### config.mk
export PLATFORM = sky130hd
export DESIGN_NAME = piso_frame_serializer
export DESIGN_NICKNAME = d
export VERILOG_FILES = /design/src/rtl/spectro_pkg.sv /design/src/rtl/frame_bit_counter.sv /design/src/rtl/piso_frame_serializer.sv
export SDC_FILE = /design/constraint.sdc
export NUM_CORES = 1
export LEC_CHECK = 0
export ABC_AREA = 1
export CAP_MARGIN = 20
export CORE_MARGIN = 2
export CORE_UTILIZATION = 23
export DETAILED_ROUTE_END_ITERATION = 10
export GPL_TIMING_DRIVEN = 0
export PLACE_DENSITY = 0.41
export SETUP_SLACK_MARGIN = 0.4
export SYNTH_ARGS = -nofsm -noshare
export SYNTH_HDL_FRONTEND = slang
export SYNTH_SLANG_ARGS = --single-unit
### constraint.sdc
create_clock -name clk -period 1.9 [get_ports clk]
set_clock_uncertainty 0.1 [all_clocks]
set_input_delay 0.38 -clock clk [delete_from_list [all_inputs] [get_ports clk]]
set_output_delay 0.38 -clock clk [all_outputs]
set_load 0.01 [all_outputs]
### src/rtl/spectro_pkg.sv
// Shared definitions for the spectrogram output path: state encoding and width helper.
package spectro_pkg;

  localparam logic ST_IDLE  = 1'b0;
  localparam logic ST_SHIFT = 1'b1;

  typedef enum logic {
    S_IDLE  = ST_IDLE,
    S_SHIFT = ST_SHIFT
  } state_e;

  // Index width for a count of n items, never narrower than one bit.
  function automatic int unsigned clog2_min1(input int unsigned n);
    return (n > 32'd1) ? 32'($clog2(n)) : 32'd1;
  endfunction

endpackage

### src/rtl/frame_bit_counter.sv
// Nested bit/channel position counter for one serial frame.
module frame_bit_counter
  import spectro_pkg::*;
#(
  parameter int unsigned DATA_W = 12,
  parameter int unsigned NUM_CH = 4
) (
  input  logic                            clk,
  input  logic                            rst_n,
  input  logic                            clr_i,
  input  logic                            en_i,
  output logic                            last_bit_c_o,
  output logic [clog2_min1(NUM_CH)-1:0]   ch_idx_o
);

  localparam int unsigned BIT_W = clog2_min1(DATA_W);
  localparam int unsigned CH_W  = clog2_min1(NUM_CH);

  logic [BIT_W-1:0] bit_q, bit_d;
  logic [CH_W-1:0]  ch_q, ch_d;
  logic             bit_end_c;
  logic             ch_end_c;

  assign bit_end_c    = (bit_q == BIT_W'(DATA_W - 1));
  assign ch_end_c     = (ch_q == CH_W'(NUM_CH - 1));
  assign last_bit_c_o = bit_end_c & ch_end_c;
  assign ch_idx_o     = ch_q;

  // Clear wins over enable; the channel wraps with the bit so the frame end lands on 0/0.
  always_comb begin
    bit_d = bit_q;
    ch_d  = ch_q;
    if (clr_i) begin
      bit_d = '0;
      ch_d  = '0;
    end else if (en_i) begin
      if (bit_end_c) begin
        bit_d = '0;
        ch_d  = ch_end_c ? '0 : ch_q + CH_W'(1);
      end else begin
        bit_d = bit_q + BIT_W'(1);
      end
    end
  end

  always_ff @(posedge clk or negedge rst_n) begin
    if (!rst_n) begin
      bit_q <= '0;
      ch_q  <= '0;
    end else begin
      bit_q <= bit_d;
      ch_q  <= ch_d;
    end
  end

endmodule

### src/rtl/piso_frame_serializer.sv
// Parallel-in/serial-out frame serializer with valid/ready intake and strobe-paced shifting.
module piso_frame_serializer
  import spectro_pkg::*;
#(
  parameter int unsigned DATA_W    = 12,
  parameter int unsigned NUM_CH    = 4,
  parameter bit          MSB_FIRST = 1'b0
) (
  input  logic                           clk,
  input  logic                           rst_n,
  input  logic [NUM_CH*DATA_W-1:0]       in_data,
  input  logic                           in_valid,
  output logic                           in_ready,
  input  logic                           shift_en,
  output logic                           ser_out,
  output logic                           ser_valid,
  output logic                           frame_start,
  output logic [clog2_min1(NUM_CH)-1:0]  ch_idx,
  output logic                           busy
);

  localparam int unsigned FRAME_W = NUM_CH * DATA_W;

  state_e               state_q, state_d;
  logic [FRAME_W-1:0]   shadow_q, shadow_d;
  logic                 ser_out_q, ser_out_d;
  logic                 ser_valid_q, ser_valid_d;
  logic                 frame_start_q, frame_start_d;
  logic [FRAME_W-1:0]   frame_ord;
  logic                 cnt_clr, cnt_en;
  logic                 cnt_last_c;
  logic                 last_bit_c;
  logic                 accept_c;

  // Reorder the incoming frame into transmit order so the shadow just shifts right.
  for (genvar k = 0; k < NUM_CH; k++) begin : g_ch
    for (genvar b = 0; b < DATA_W; b++) begin : g_bit
      localparam int unsigned SRC = MSB_FIRST ? (DATA_W - 1 - b) : b;
      assign frame_ord[k*DATA_W + b] = in_data[k*DATA_W + SRC];
    end
  end

  frame_bit_counter #(
    .DATA_W (DATA_W),
    .NUM_CH (NUM_CH)
  ) u_cnt (
    .clk          (clk),
    .rst_n        (rst_n),
    .clr_i        (cnt_clr),
    .en_i         (cnt_en),
    .last_bit_c_o (cnt_last_c),
    .ch_idx_o     (ch_idx)
  );

  assign last_bit_c = (state_q == S_SHIFT) & cnt_last_c;
  assign in_ready   = rst_n & ((state_q == S_IDLE) | (last_bit_c & shift_en));
  assign accept_c   = in_valid & in_ready;

  always_comb begin
    state_d       = state_q;
    shadow_d      = shadow_q;
    ser_out_d     = ser_out_q;
    ser_valid_d   = ser_valid_q;
    frame_start_d = frame_start_q;
    cnt_clr       = 1'b0;
    cnt_en        = 1'b0;
    if (accept_c) begin
      state_d       = S_SHIFT;
      shadow_d      = frame_ord;
      ser_out_d     = frame_ord[0];
      ser_valid_d   = 1'b1;
      frame_start_d = 1'b1;
      cnt_clr       = 1'b1;
    end else if ((state_q == S_SHIFT) && shift_en) begin
      if (cnt_last_c) begin
        state_d       = S_IDLE;
        ser_out_d     = 1'b0;
        ser_valid_d   = 1'b0;
        frame_start_d = 1'b0;
        cnt_clr       = 1'b1;
      end else begin
        shadow_d      = shadow_q >> 1;
        ser_out_d     = shadow_q[1];
        frame_start_d = 1'b0;
        cnt_en        = 1'b1;
      end
    end
  end

  always_ff @(posedge clk or negedge rst_n) begin
    if (!rst_n) begin
      state_q       <= S_IDLE;
      shadow_q      <= '0;
      ser_out_q     <= 1'b0;
      ser_valid_q   <= 1'b0;
      frame_start_q <= 1'b0;
    end else begin
      state_q       <= state_d;
      shadow_q      <= shadow_d;
      ser_out_q     <= ser_out_d;
      ser_valid_q   <= ser_valid_d;
      frame_start_q <= frame_start_d;
    end
  end

  assign ser_out     = ser_out_q;
  assign ser_valid   = ser_valid_q;
  assign frame_start = frame_start_q;
  assign busy        = (state_q == S_SHIFT);

endmodule

==> results of run 1 <==
==> cell usage after synthesis (2+ instances only) <==
cell type / number
buf_2: 7
buf_6: 5
clkbuf_1: 8
dfrtp_1: 56
ha_1: 2
inv_1: 9
inv_2: 3
nand2_1: 109
nand3_1: 106
nand4_1: 5
nor2_1: 2
xor2_1: 2
==> final timing paths <==
path,cells after the start,start,slack [ns],end
worst max-delay path,6,u_cnt.ch_idx_o[0],0.08,in_ready
worst min-delay path,1,rst_n,-0.08,u_cnt.bit_q[3]
worst max register to register,10,u_cnt.ch_idx_o[0],0.09,shadow_q[45]
worst min register to register,2,frame_start,0.38,frame_start
max in group asynchronous,1,rst_n,1.44,u_cnt.ch_idx_o[1]
min in group clk,2,frame_start,0.38,frame_start
==> report_power, final <==
| part | internal (W) | switching, W | leakage [nW] |
|---|---|---|---|
| Sequential | 0.00129 | 0.0000912 | 0.767 |
| Clock | 0.000696 | 0.000437 | 0.0901 |
| Combinational | 0.000359 | 0.000301 | 1.53 |
| Total | 0.00234 | 0.000829 | 2.38 |
==> critical path: cells and delay by family, from the launching register on <==
family,cells,cell delay [ns]
and+or+nand+nor,2,0.19
AOI/OAI and AO/OA,1,0.15
adders and majority gates,1,0.16
DFF,1,0.39
buffers and inverters,2,0.16
==> sequential cells by signal, indices dropped and copies added (netlist names) <==
name and count:
shadow_q 47, ser_out 1, u_cnt.ch_idx_o 2, frame_start 1
ser_valid 1, u_cnt.bit_q 4
==> cell families (layout without fill, tap and decap cells) <==
group	after synthesis	in the layout	share of synthesized area, %
simple gates	225	225	37.9
flops	56	56	52.7
buf+inv	34	130	6.68
compound gates	3	3	1.18
fa+ha+maj	2	2	0.941
xor+xnor	2	2	0.659
==> repair_timing <==
item,CTS,global route
hold endpoints to repair,56,56
cloned,2,4
setup buffers,20,4
setup endpoints to repair,63,60
resized for setup,62,94
pin swaps,5,16
==> layout make-up <==
cell class,instances,area share [%]
Buffer,22,5.49
Sequential cell,56,31.3
Tap cell,143,3.98
Timing Repair Buffer,88,21.4
Inverter,12,1.17
Clock buffer,7,3.40
Multi-Input combinational cell,232,32.7
Clock inverter,1,0.668
==> layer usage <==
metal	vias up	track usage, %	wire (um)
met4	0	2.72	62
met1	1232	18.1	3880
met5	-	0	0
met3	5	2.40	284
met2	49	18.4	3560
li1	1257	-	-
==> stage by stage <==
| step | power (W) | utilization (%) | hold slack (ns) |
|---|---|---|---|
| after floorplan | 0.00165 | - | -0.0156 |
| after global placement | 0.00190 | 30.6 | 0.368 |
| after detailed placement | 0.00191 | 30.6 | 0.373 |
| after CTS | 0.00314 | 35.1 | -0.0577 |
| after global routing | 0.00333 | 39.5 | -0.0452 |
| final | 0.00317 | 39.5 | -0.0839 |
==> results.yml, run 1 <==
status:
  status: "finished, violations left"
  violations: "negative hold slack"
floorplan:
  io_pins: 59
  core_area_um2: 11400
  die_area_um2: 12400
  fp.dieW_um: 112
  die-height_um: 112
  initial_core_util_pct: 23.4
  rows: 39
grt:
  grt_max_degree: 61
  antenna_found_initial: 0
  grt_pass1_vias: 2510
  track_usage_pct: 12.2
  overflow: 0
  grt_pass1_wl_um: 12500
sta:
  period_share_pct: 95.7
  max-slew-margin-rel_pct: 68.6
  fin_setup_tns_ns: 0
  hold_violations: 56
  max_freq_mhz: 550
  worstMarginPinSlew_ns: 0.470
  worst_slack_ns: 0.0814
  maxSlewViolCount: 0
  rsz0062_at_grt: "true"
  holdWs_ns: -0.0839
  setup_viol: 0
  fin_crit_ns: 1.82
setup_path:
  critical-path-max-stage-delay_ns: 0.39
  cp.required_ns: 1.42
  criticalPathCategory: "reg2out"
  worstSetupStartpointType: "register"
  worstPathMaxFanout: 2
  end_kind: "output pin"
  path_cells: "ha_4 > nand4_4 > o21bai_4 > nand2_1 > inv_2 > buf_6"
  critical_path_arrival_ns: 1.34
  slowest_stage: "dfrtp_2"
placed_design:
  place_ws_ns: -0.490
  place.gp.congestion: 0.707
  placedCellCount: 523
  dpl.hpwl_um: 4790
  port_buffers: 58
  dpl_cell_area_um2: 3480
cts:
  clkTransAtPathRegs_ns: 0.07
  cts.sinks: 56
  root_buffer: "clkbuf_16"
  clk_path_buf_depth: 2
  htree_levels: 2
  cts_tree: "yes"
  clock_latency_ns: 0.29
  numCtsBuffers: 5
synthesis:
  syn_area_um2: 2660
  netlist.area_leader.share_pct: 52.7
  synth_top_area_cell: "dfrtp_1"
  yosysWarnings: 0
  syn_area_per_cell_um2: 8.26
  synthesis.nets: 376
  synth_cell_types: 20
  synthArstFlopShare_pct: 100
  synth.ff_latch_count: 56
  synth_edf_count: 0
  syn-instance-count: 322
  synth_ff_type: "dfrtp_1"
  synthTopCellsByArea: "dfrtp_1 (53%), nand3_1 (20%), nand2_1 (15%)"
  yosysSeqAreaShare_pct: 52.7
finish:
  finalInstanceArea_um2: 4490
  multi_input_area_um2: 1470
  final_cells: 561
  final_cell_mix: "nand2_1 (81), nand3_1 (76), dfrtp_1 (53)"
  final_common_cell: "nand2_1"
  synthToLayoutAreaGrowth_pct: 68.9
  antenna_cells: 0
  fillerInstances: 1198
  drive_gt1_share_pct: 33.7
  fin_nets: 471
  regArea_um2: 1410
drt:
  detail-route-antenna-nets: 0
  drc: 0
  vias: 2543
  wl_per_cell_um: 13.9
  routed_wl_um: 7780
  drt_iter0_drc: 119
  viasPerCell: 4.53
  dr.pass1.iters: 4
power:
  power_density_nw_per_um2: 706
  vdd_drop_max_mv: 0.382
  p_leak_nw: 2.38
hold_path:
  holdCritPathClass: "in2async"
flow_run:
  cap_viol_max_count: 0
No activity file was read; power rests on OpenSTA's default activity.
==> run 2: changes to the inputs <==
--- a/config.mk
+++ b/config.mk
@@ -11,8 +11,9 @@
 export CORE_UTILIZATION = 23
 export DETAILED_ROUTE_END_ITERATION = 10
 export GPL_TIMING_DRIVEN = 0
-export PLACE_DENSITY = 0.41
+export PLACE_DENSITY = 0.4
 export SETUP_SLACK_MARGIN = 0.4
 export SYNTH_ARGS = -nofsm -noshare
 export SYNTH_HDL_FRONTEND = slang
+export SYNTH_HIERARCHICAL = 1
 export SYNTH_SLANG_ARGS = --single-unit
==> results.yml, run 2 <==
status:
  status: "finished, violations left"
  violations: "negative hold slack, negative setup slack"
drt:
  routed_wl_um: 9460
  viasPerCell: 4.59
  drt_iter0_drc: 152
  drc: 0
  dr.pass1.iters: 4
  vias: 3009
  wl_per_cell_um: 14.4
  detail-route-antenna-nets: 0
cts:
  numCtsBuffers: 5
  cts.sinks: 56
  root_buffer: "clkbuf_16"
  clock_latency_ns: 0.29
  clkTransAtPathRegs_ns: 0.08
  cts_tree: "yes"
  htree_levels: 2
  clk_path_buf_depth: 2
setup_path:
  reg2reg_from: "u_cnt/bit_q[1]"
  rr_worst_depth: 14
  critical_path_buf_inv_count: 1
  cp_top_family: "flip-flops"
  critical-path-max-stage-delay_ns: 0.42
  worstReg2RegEnd: "u_cnt/bit_q[3]"
  critical_path_arrival_ns: 1.50
  path_cells: "ha_4 > nand3_4 > nor2_4 > nand2_4 > a21boi_4 > buf_2"
  criticalPathCategory: "reg2out"
  r2r_setup_slack_ns: -0.06
  worstPathMaxFanout: 3
  slowest_stage: "dfrtp_1"
  worstSetupStartpointType: "register"
  end_kind: "output pin"
  cp.required_ns: 1.42
finish:
  finalInstanceArea_um2: 4570
  final_common_cell: "nand2_1"
  antenna_cells: 0
  final_cells: 655
  largest_register_ff_count: 47
  fin_nets: 537
  drive_gt1_share_pct: 24.4
  regMostFlops: "shadow_q"
  synthToLayoutAreaGrowth_pct: 52.8
  final_cell_mix: "nand2_1 (114), nand3_1 (57), dfrtp_1 (55)"
synthesis:
  synthMostInstantiatedCell: "nand2_1"
  syn-instance-count: 396
  synth.ff_latch_count: 56
  syn_area_um2: 2990
  syn_area_per_cell_um2: 7.56
  synthTopCellsByArea: "dfrtp_1 (47%), nand2_1 (17%), nand3_1 (13%)"
  netlist.area_leader.share_pct: 46.8
  synth_top_area_cell: "dfrtp_1"
  yosysWarnings: 6
  synth_edf_count: 0
  yosysSeqAreaShare_pct: 46.8
  synth_cell_types: 19
  synth_ff_type: "dfrtp_1"
  synthesis.nets: 450
  synthArstFlopShare_pct: 100
  synth_commonest_cells: "nand2_1 (132), nand3_1 (77), dfrtp_1 (56)"
flow_run:
  cap_viol_max_count: 0
sta:
  max-slew-margin-rel_pct: 65.0
  setup_viol: 3
  worst_slack_ns: -0.0756
  rsz0062_at_grt: "true"
  period_share_pct: 104
  fin_crit_ns: 1.98
  holdWs_ns: -0.137
  max_freq_mhz: 506
  maxSlewViolCount: 0
  hold_violations: 56
  worstMarginPinSlew_ns: 0.524
power:
  p_leak_nw: 2.25
  vdd_drop_max_mv: 0.374
  power_density_nw_per_um2: 1240
floorplan:
  io_pins: 59
  core_area_um2: 12700
  die_area_um2: 13900
  initial_core_util_pct: 23.6
  die-height_um: 118
  rows: 41
  fp.dieW_um: 118
hold_path:
  holdCritPathClass: "in2async"
placed_design:
  port_buffers: 58
  dpl.hpwl_um: 6210
  placedCellCount: 626
  place.gp.congestion: 0.688
  dpl_cell_area_um2: 3820
  place_ws_ns: -1.03
grt:
  overflow: 0
  antenna_found_initial: 0
  grt_pass1_wl_um: 15200
  grt_max_degree: 61
  grt_pass1_vias: 3025
  track_usage_pct: 13.4
[run 2: changes by cell type in the layout (fill, tap and decap cells not counted), moves of 5 or more]
| cell | before | now |
|---|---|---|
| nand4_1 | 5 | 49 |
| nand3_1 | 76 | 57 |
| nand2_4 | 20 | 4 |
| buf_2 | 5 | 10 |
| nand2_1 | 81 | 114 |
| inv_1 | 6 | 26 |
| nand2_2 | 9 | 14 |
| nand3_2 | 30 | 20 |
[run 2: power by group]
part	total (W)	internal (W)	leakage, nW	switching (W)
Combinational	0.00268	0.00126	1.45	0.00142
Sequential	0.00200	0.00169	0.720	0.000309
Clock	0.000991	0.000556	0.0760	0.000435
[run 2: area by class of cell]
class	instances	area [um^2]
clock buffers	7	153
multi-input cells	276	1560
well taps	172	215
plain buffers	33	295
repair buffers	80	827
inverters	31	119
flip-flops and latches	56	1400
fillers	1377	8100
[run 2: worst register-to-register path, cell delays in order, from the launching register on]
cell and delay (ns):
dfrtp_1 0.42, ha_4 0.17, nand3_4 0.07, nor2_4 0.16, nand2_4 0.09, nand2_4 0.10, nand3_4 0.11, buf_8 0.17
o21ai_4 0.06, inv_4 0.08, nand2_8 0.09, nand3_4 0.07, nand2_1 0.07, nand2_1 0.04, nor2_1 0.09
[run 2: metal layers]
layer  vias up  share of wire (%)  GRT usage [%]  wire length (um)
met2        56                 49           22.2              4640
li1       1491                  -              -                 -
met1      1454                 46           18.3              4390
met4         0                1.0           3.31                98
met5         -                  0              0                 0
met3         8                3.5           2.08               331
[run 2: what timing repair did]
item,4_1_cts,5_1_grt
cloned,0,3
pin swaps,4,18
gates resized for setup,48,91
endpoints found under the setup margin,63,58
buffers inserted,14,5
endpoints found under the hold margin,56,56
[run 2: logic make-up (layout without fill, tap and decap cells)]
logic type | after synthesis | in the layout | synth area share [%]
adder cells (fa/ha/maj) | 2 | 2 | 0.836
buffers and inverters | 64 | 151 | 9.41
AND/OR/NAND/NOR | 269 | 269 | 42.0
AO/OA/AOI/OAI | 5 | 5 | 0.920
flip-flops | 56 | 56 | 46.8
[run 2: how the worst max path moves through the flow]
stage                   startpoint        endpoint  slack (ns)  depth (start not counted)
floorplan           u_cnt/bit_q[0]  u_cnt/bit_q[3]       0.008                         13
global placement             rst_n        in_ready       -3.20                          4
detailed placement           rst_n        in_ready       -1.03                          4
CTS                 u_cnt/bit_q[0]        in_ready       -0.08                          6
global route        u_cnt/bit_q[1]  u_cnt/bit_q[3]       -0.16                         14
finish              u_cnt/bit_q[1]        in_ready       -0.08                          6
[run 2: metrics by stage]
step                setup TNS [ns]  util (%)  total power, W
floorplan                        0         -         0.00330
global placement           -252.56      30.2         0.00398
detailed placement          -16.86      30.2         0.00402
CTS                         -0.286      32.7         0.00522
global route                 -1.62      36.1         0.00611
finish                      -0.153      36.1         0.00567
==> run 3: changes to the inputs <==
--- a/config.mk
+++ b/config.mk
@@ -8,10 +8,10 @@
 export ABC_AREA = 1
 export CAP_MARGIN = 20
 export CORE_MARGIN = 2
-export CORE_UTILIZATION = 23
+export CORE_UTILIZATION = 52
 export DETAILED_ROUTE_END_ITERATION = 10
 export GPL_TIMING_DRIVEN = 0
-export PLACE_DENSITY = 0.4
+export PLACE_DENSITY = 0.78
 export SETUP_SLACK_MARGIN = 0.4
 export SYNTH_ARGS = -nofsm -noshare
 export SYNTH_HDL_FRONTEND = slang
==> results.yml, run 3 (synthesis gave the netlist of run 2 again) <==
status:
  status: "finished, violations left"
  violations: "negative hold slack, negative setup slack"
sta:
  worst_slack_ns: -0.209
  setup_viol: 48
  fin_crit_ns: 2.11
  worstMarginPinSlew_ns: 0.582
  fin_setup_tns_ns: -2.86
  max_freq_mhz: 474
  hold_violations: 33
  rsz0062_at_grt: "true"
  maxSlewViolCount: 0
  max-slew-margin-rel_pct: 61.2
  period_share_pct: 111
  holdWs_ns: -0.223
drt:
  detail-route-antenna-nets: 0
  drc: 0
  viasPerCell: 6.41
  vias: 3671
  wl_per_cell_um: 21.0
  drt_iter0_drc: 341
  routed_wl_um: 12000
  dr.pass1.iters: 6
placed_design:
  placedCellCount: 527
  port_buffers: 58
  place.gp.congestion: 0.833
  dpl.hpwl_um: 5170
flow_run:
  cap_viol_max_count: 0
setup_path:
  rr_worst_depth: 14
  crit_start: "u_cnt/ch_idx_o[0]"
  critical-path-max-stage-delay_ns: 0.42
  slowest_stage: "dfrtp_1"
  worstPathMaxFanout: 5
  worstSetupStartpointType: "register"
  reg2reg_from: "u_cnt/ch_idx_o[0]"
  cp.required_ns: 2.04
  critical_path_arrival_ns: 2.25
  end_kind: "register"
  path_cells: "ha_2 > inv_2 > nor2_4 > buf_4 > buf_6 > nor2_4 > buf_6 > buf_12 > inv_8 > nand2_8 > nand3_2 > nand2_1 > nand2_1 > nor2_1"
  criticalPathCategory: "reg2reg"
  r2r_setup_slack_ns: -0.21
cts:
  cts_tree: "yes"
  clkTransAtPathRegs_ns: 0.11
  htree_levels: 2
  root_buffer: "clkbuf_8"
  clk_path_buf_depth: 2
  numCtsBuffers: 5
  clock_latency_ns: 0.32
  cts.sinks: 56
hold_path:
  holdCritPathClass: "in2async"
grt:
  grt_pass1_vias: 3340
  grt_max_degree: 36
  track_usage_pct: 32.8
  antenna_found_initial: 0
  grt_pass1_wl_um: 16100
  overflow: 0
finish:
  regMostFlops: "shadow_q"
  synthToLayoutAreaGrowth_pct: 60.9
  final_common_cell: "nand2_1"
  fin_nets: 554
  largest_register_ff_count: 47
  antenna_cells: 0
  final_cell_mix: "nand2_1 (120), nand3_2 (55), dfrtp_1 (55)"
  drive_gt1_share_pct: 32.5
  final_cells: 573
power:
  power_density_nw_per_um2: 1300
  vdd_drop_max_mv: 0.713
  p_leak_nw: 2.42
floorplan:
  initial_core_util_pct: 54.0
  fp.dieW_um: 79.9
  io_pins: 59
  core_area_um2: 5540
  die_area_um2: 6380
  die-height_um: 79.9
  rows: 27
-- run 3: cell types whose count changed in the layout (fill, tap and decap cells not counted), sizes merged --
cell	before	now
buf	51	69
clkinv	0	1
inv	31	30
-- run 3: area by class of cell --
class                      count  area, um^2
buffer                        33         325
clock buffer                   8        90.1
fill                         278         726
inverter                      31         129
multi-input combinational    276        1700
sequential                    56        1400
tap                           72        90.1
timing repair buffer          97        1080
-- run 3: per-layer routing --
metal | wire length, um | up-vias | share of wire, % | global-route usage (%)
met2 | 5740 | 322 | 48 | 56.5
met4 | 745 | 0 | 6.2 | 14.1
met5 | 0 | - | 0 | 0
li1 | - | 1533 | - | -
met3 | 1140 | 91 | 9.5 | 6.33
met1 | 4410 | 1725 | 37 | 40.1
-- run 3: repair_timing --
| item | 4_1_cts | 5_1_grt |
|---|---|---|
| gates resized for setup | 168 | 22 |
| gates cloned | 6 | 2 |
| endpoints found under the setup margin | 63 | 61 |
| endpoints found under the hold margin | 33 | 33 |
| setup buffers | 23 | 7 |
| pin swaps | 46 | 9 |
-- run 3: final timing paths --
| path | to |
|---|---|
| hold reg to reg | shadow_q[11] |
| setup reg to reg | u_cnt/bit_q[3] |
| hold / removal | u_cnt/bit_q[3] |
| min in group clk | shadow_q[11] |
| setup / recovery | u_cnt/bit_q[3] |
| max in group asynchronous | ser_valid |
-- run 3: worst max-delay path: cells and delay by family (launching register included) --
kind,cells,cell delay (ns)
AND/OR/NAND/NOR,7,0.63
adder cells (fa/ha/maj),1,0.21
buffers and inverters,6,0.65
flip-flops,1,0.42
-- run 3: where the power goes --
part           internal [W]  switching (W)
Sequential          0.00169       0.000410
Combinational       0.00162        0.00183
Clock              0.000300       0.000418
-- run 3: stage by stage --
step	worst slack, ns	util (%)	hold WS, ns	cell area [um^2]	power (W)
2_1_floorplan	0.00760	-	-0.0156	3030	0.00330
3_3_place_gp	-2.87	66.8	0.367	3700	0.00387
3_5_place_dp	-1.13	67.1	0.375	3720	0.00396
4_1_cts	-0.0850	83.6	-0.206	4630	0.00568
5_1_grt	-0.240	86.9	-0.217	4810	0.00657
6_report	-0.209	86.9	-0.223	4810	0.00628
==> edit 1 (flow settings as in run 2) <==
`NUM_CH` is set to 4 in 2 places; all go to 8.
--- a/src/rtl/frame_bit_counter.sv
+++ b/src/rtl/frame_bit_counter.sv
@@ -3,7 +3,7 @@
   import spectro_pkg::*;
 #(
   parameter int unsigned DATA_W = 12,
-  parameter int unsigned NUM_CH = 4
+  parameter int unsigned NUM_CH = 8
 ) (
   input  logic                            clk,
   input  logic                            rst_n,
--- a/src/rtl/piso_frame_serializer.sv
+++ b/src/rtl/piso_frame_serializer.sv
@@ -3,7 +3,7 @@
   import spectro_pkg::*;
 #(
   parameter int unsigned DATA_W    = 12,
-  parameter int unsigned NUM_CH    = 4,
+  parameter int unsigned NUM_CH    = 8,
   parameter bit          MSB_FIRST = 1'b0
 ) (
   input  logic                           clk,
Ports: changed (resized ch_idx and in_data); port bits go from 59 to 108. The function was not compared with the original's and may differ.
==> edit 1 against run 2 <==
  * The run still ends with hold timing, setup timing left
  * Power rose by 49%
  * Cell area is 85% higher
  * Sequential cell count increased by 49
  * Via count grew 81%
  * Routed wire length is 96% higher
  * Count of clock-buffer cells in the layout grew 3
  * Area after synthesis increased by 79%
  * Combinational power increased by 5%
  * Sequential share of layout area grew 0.44 points
  * Worst setup slack got worse by 110 ps
  * Critical endpoint is now shadow_q[20]$_DFFE_PN0P_
  * Largest power group is now registers
==> edit 1: results (changes against run 2) <==
- Status: finished, violations left
- Violated checks: hold timing, setup timing
- Setup WS post-layout: -184.0 ps (-108.4 ps)
- Overall routing resource usage: 14.66% (+1.3 points)
- Total negative slack: -8175 ps (-8023 ps)
- H-tree Lvls: 3 (+1)
- Worst Tran Pin Value: 649.3 ps (+124.9 ps)
- Yosys cell types: 20 (+1)
- Max reg flops: 95 (+100%)
- Metal1 wirelength: 8.660 mm (+97%)
- GPL Wtd Cong: 0.7429 (+8.1%)
- Met1 Use GR: 19.91% (+1.6 points)
- Switch share: 33.95% (-4.3 points)
- Finish-stage setup viols: 96 (+93)
- Compound-Gate Fraction of Synth Area: 0.3270% (-0.59 points)
- CP arrival: 2270 ps (+770 ps)
- Worst-path maximum fanout: 5 (+2)
- Post-Syn Instances: 677 (+71%)
- Hold Slack: -215.5 ps (-78.61 ps)
- Final hold violation count: 54 (-3.6%)
- VDD IR-drop max: 0.0004189 V (+12%)
- CP peak stage delay: 380 ps (-40 ps)
- IO Port Bufs: 106 (+83%)
- Dpl ws: -1380 ps (-349.1 ps)
- Placed cell count: 1097 (+75%)
- Post-synthesis sequential area ratio: 49.04% (+2.2 points)
- Seq pwr share: 44.7% (+9.4 points)
- Met3 GRT Util: 3.185% (+1.1 points)
- Worst path depth: 13 (+7)
- Post-Synth Adder-Cell Area: 0.7006% (-0.14 points)
- Clk Latency, worst-skew pair: 350 ps (+60 ps)
- CP Launch Point: u_cnt/ch_idx_o[1]$_DFFE_PN0P_
- Vias in the first global route: 5344 (+77%)
[edit 1: cell count changes after synthesis, sizes merged, moves of 16 or more]
| cell | change |
|---|---|
| dfrtp | +49 |
| buf | +16 |
| nand3 | +97 |
| nand2 | +54 |
| nand4 | +49 |
| clkbuf | +17 |
[edit 1: timing repair]
action | in CTS | in global routing
pin swaps | 6 | 38
cloned | 1 | 12
setup endpoints to repair | 113 | 113
resized for setup | 77 | 160
setup buffers | 13 | 20
endpoints found under the hold margin | 54 | 54
[edit 1: final cells by class]
cell class | count | area [um2] | share of cell area (%)
multi-input combinational | 474 | 2641 | 31.26
clock buffer | 10 | 239.0 | 2.828
sequential | 105 | 2630 | 31.12
buffer | 66 | 601.8 | 7.122
timing repair buffer | 153 | 1779 | 21.05
clock inverter | 6 | 42.54 | 0.5034
tap | 313 | 391.6 | 4.634
inverter | 32 | 125.1 | 1.481
==> edit 2 (config.mk and constraints of run 2) <==
Made on the original files. `ch_q` no longer has a reset.
--- a/src/rtl/frame_bit_counter.sv
+++ b/src/rtl/frame_bit_counter.sv
@@ -46,11 +46,13 @@
   always_ff @(posedge clk or negedge rst_n) begin
     if (!rst_n) begin
       bit_q <= '0;
-      ch_q  <= '0;
     end else begin
       bit_q <= bit_d;
-      ch_q  <= ch_d;
     end
+  end
+
+  always_ff @(posedge clk) begin
+    ch_q <= ch_d;
   end
 
 endmodule
Function: same outputs for any inputs over 10 cycles, from zero or initial values and one cycle with rst_n low; that may be too few to reach the edited logic, so the function may still have changed.
==> edit 2 against run 2 <==
  * The run still ends with hold timing, setup timing left
  * Area after synthesis hardly changed
  * Routed wire length is 6.3% higher
  * Final cell count is 5.2% higher
  * Critical endpoint unchanged
  * Count of clock-buffer cells in the layout is 1 lower
  * Cell area is 15% higher
  * Via count is 2.9% higher
  * Sequential cell count stayed put
  * Worst setup slack better by 33 ps
  * Utilization is 5.3 points higher
  * Power is 10% lower
  * Critical path type unchanged
==> edit 2: results (changes against run 2) <==
- CP Launch Point: u_cnt/bit_q[0]$_DFFE_PN0P_
- Vias in the first global route: 3047 (+0.73%)
- Routed wire length per instance: 14.61 um (+1.1%)
- Met3 GRT Util: 2.180% (+0.097 points)
- # clk buffers: 6 (-1)
- Dpl ws: -986.6 ps (+44.78 ps)
- VDD IR-drop max: 0.0004235 V (+13%)
- P_leak: 2.589 nW (+15%)
- Hold Slack: -149.4 ps (-12.48 ps)
- Setup WS post-layout: -42.20 ps (+33.40 ps)
- Finish-stage setup viols: 23 (+20)
- Nonclk buf count: 140 (+24%)
- Comb_multi_in: 282 (+2.2%)
- Post-DP HPWL: 6.158 mm (-0.91%)
- Largest net degree at the start of global routing: 59 (-3.3%)
- Status: finished, violations left
- Area used by multi-input combinational logic: 1740 um2 (+12%)
- Fill cells: 1281 (-7.0%)
- Placed cell count: 632 (+0.96%)
- Met1 Use GR: 18.39% (+0.12 points)
- Post-synthesis sequential area ratio: 46.47% (-0.35 points)
- Final hold violation count: 54 (-3.6%)
- CP arrival: 1460 ps (-40 ps)
- Post-Synth Adder-Cell Area: 0.8358% (about the same)
- Share of layout cells above drive strength 1: 33.27% (+8.8 points)
- Drt first pass iters: 5 (+1)
- Metal1 wirelength: 4.977 mm (+13%)
- Final clock-cell share: 2.840% (-0.50 points)
- Final std cell area, no fill: 5243 um2 (+15%)
- Met2 usage: 21.75% (-0.43 points)
- CP peak stage delay: 390 ps (-30 ps)
- First-pass GRT wire length: 15.21 mm (about the same)
- Buffer share of cell area: 30.93% (+6.4 points)
- Syn_nets: 456 (+1.3%)
- Violated checks: hold timing, setup timing
- Post-synth ARST share: 96.43% (-3.6 points)
==> edit 2: cell count changes after synthesis, moves of 2 or more <==
cell / delta
o21ai_0: -2
nand3_2: -2
dfrtp_1: -2
nor2_1: +3
dfxtp_1: +2
nand3_1: +3
nand2_1: +4
==> edit 2: worst reg2reg max path: cells and delay by family, from the launching register on <==
kind	cells	cell delay, ps
buffers and inverters	4	590
DFF	1	390
and+or+nand+nor	7	590
adders and majority gates	1	150
==> edit 2: timing repair <==
item,4_1_cts,5_1_grt
setup buffers,21,15
setup endpoints to repair,63,59
pin swaps,7,31
gates resized for setup,77,118
hold endpoints to repair,54,54
cloned,2,11
==> edit 2: power breakdown <==
| group | total, mW | internal (mW) | leakage, nW | switching (mW) |
|---|---|---|---|---|
| Sequential | 2.09 | 1.71 | 0.702 | 0.372 |
| Clock | 0.975 | 0.522 | 0.0766 | 0.453 |
| Combinational | 2.03 | 1.09 | 1.81 | 0.944 |
| Total | 5.09 | 3.33 | 2.59 | 1.77 |
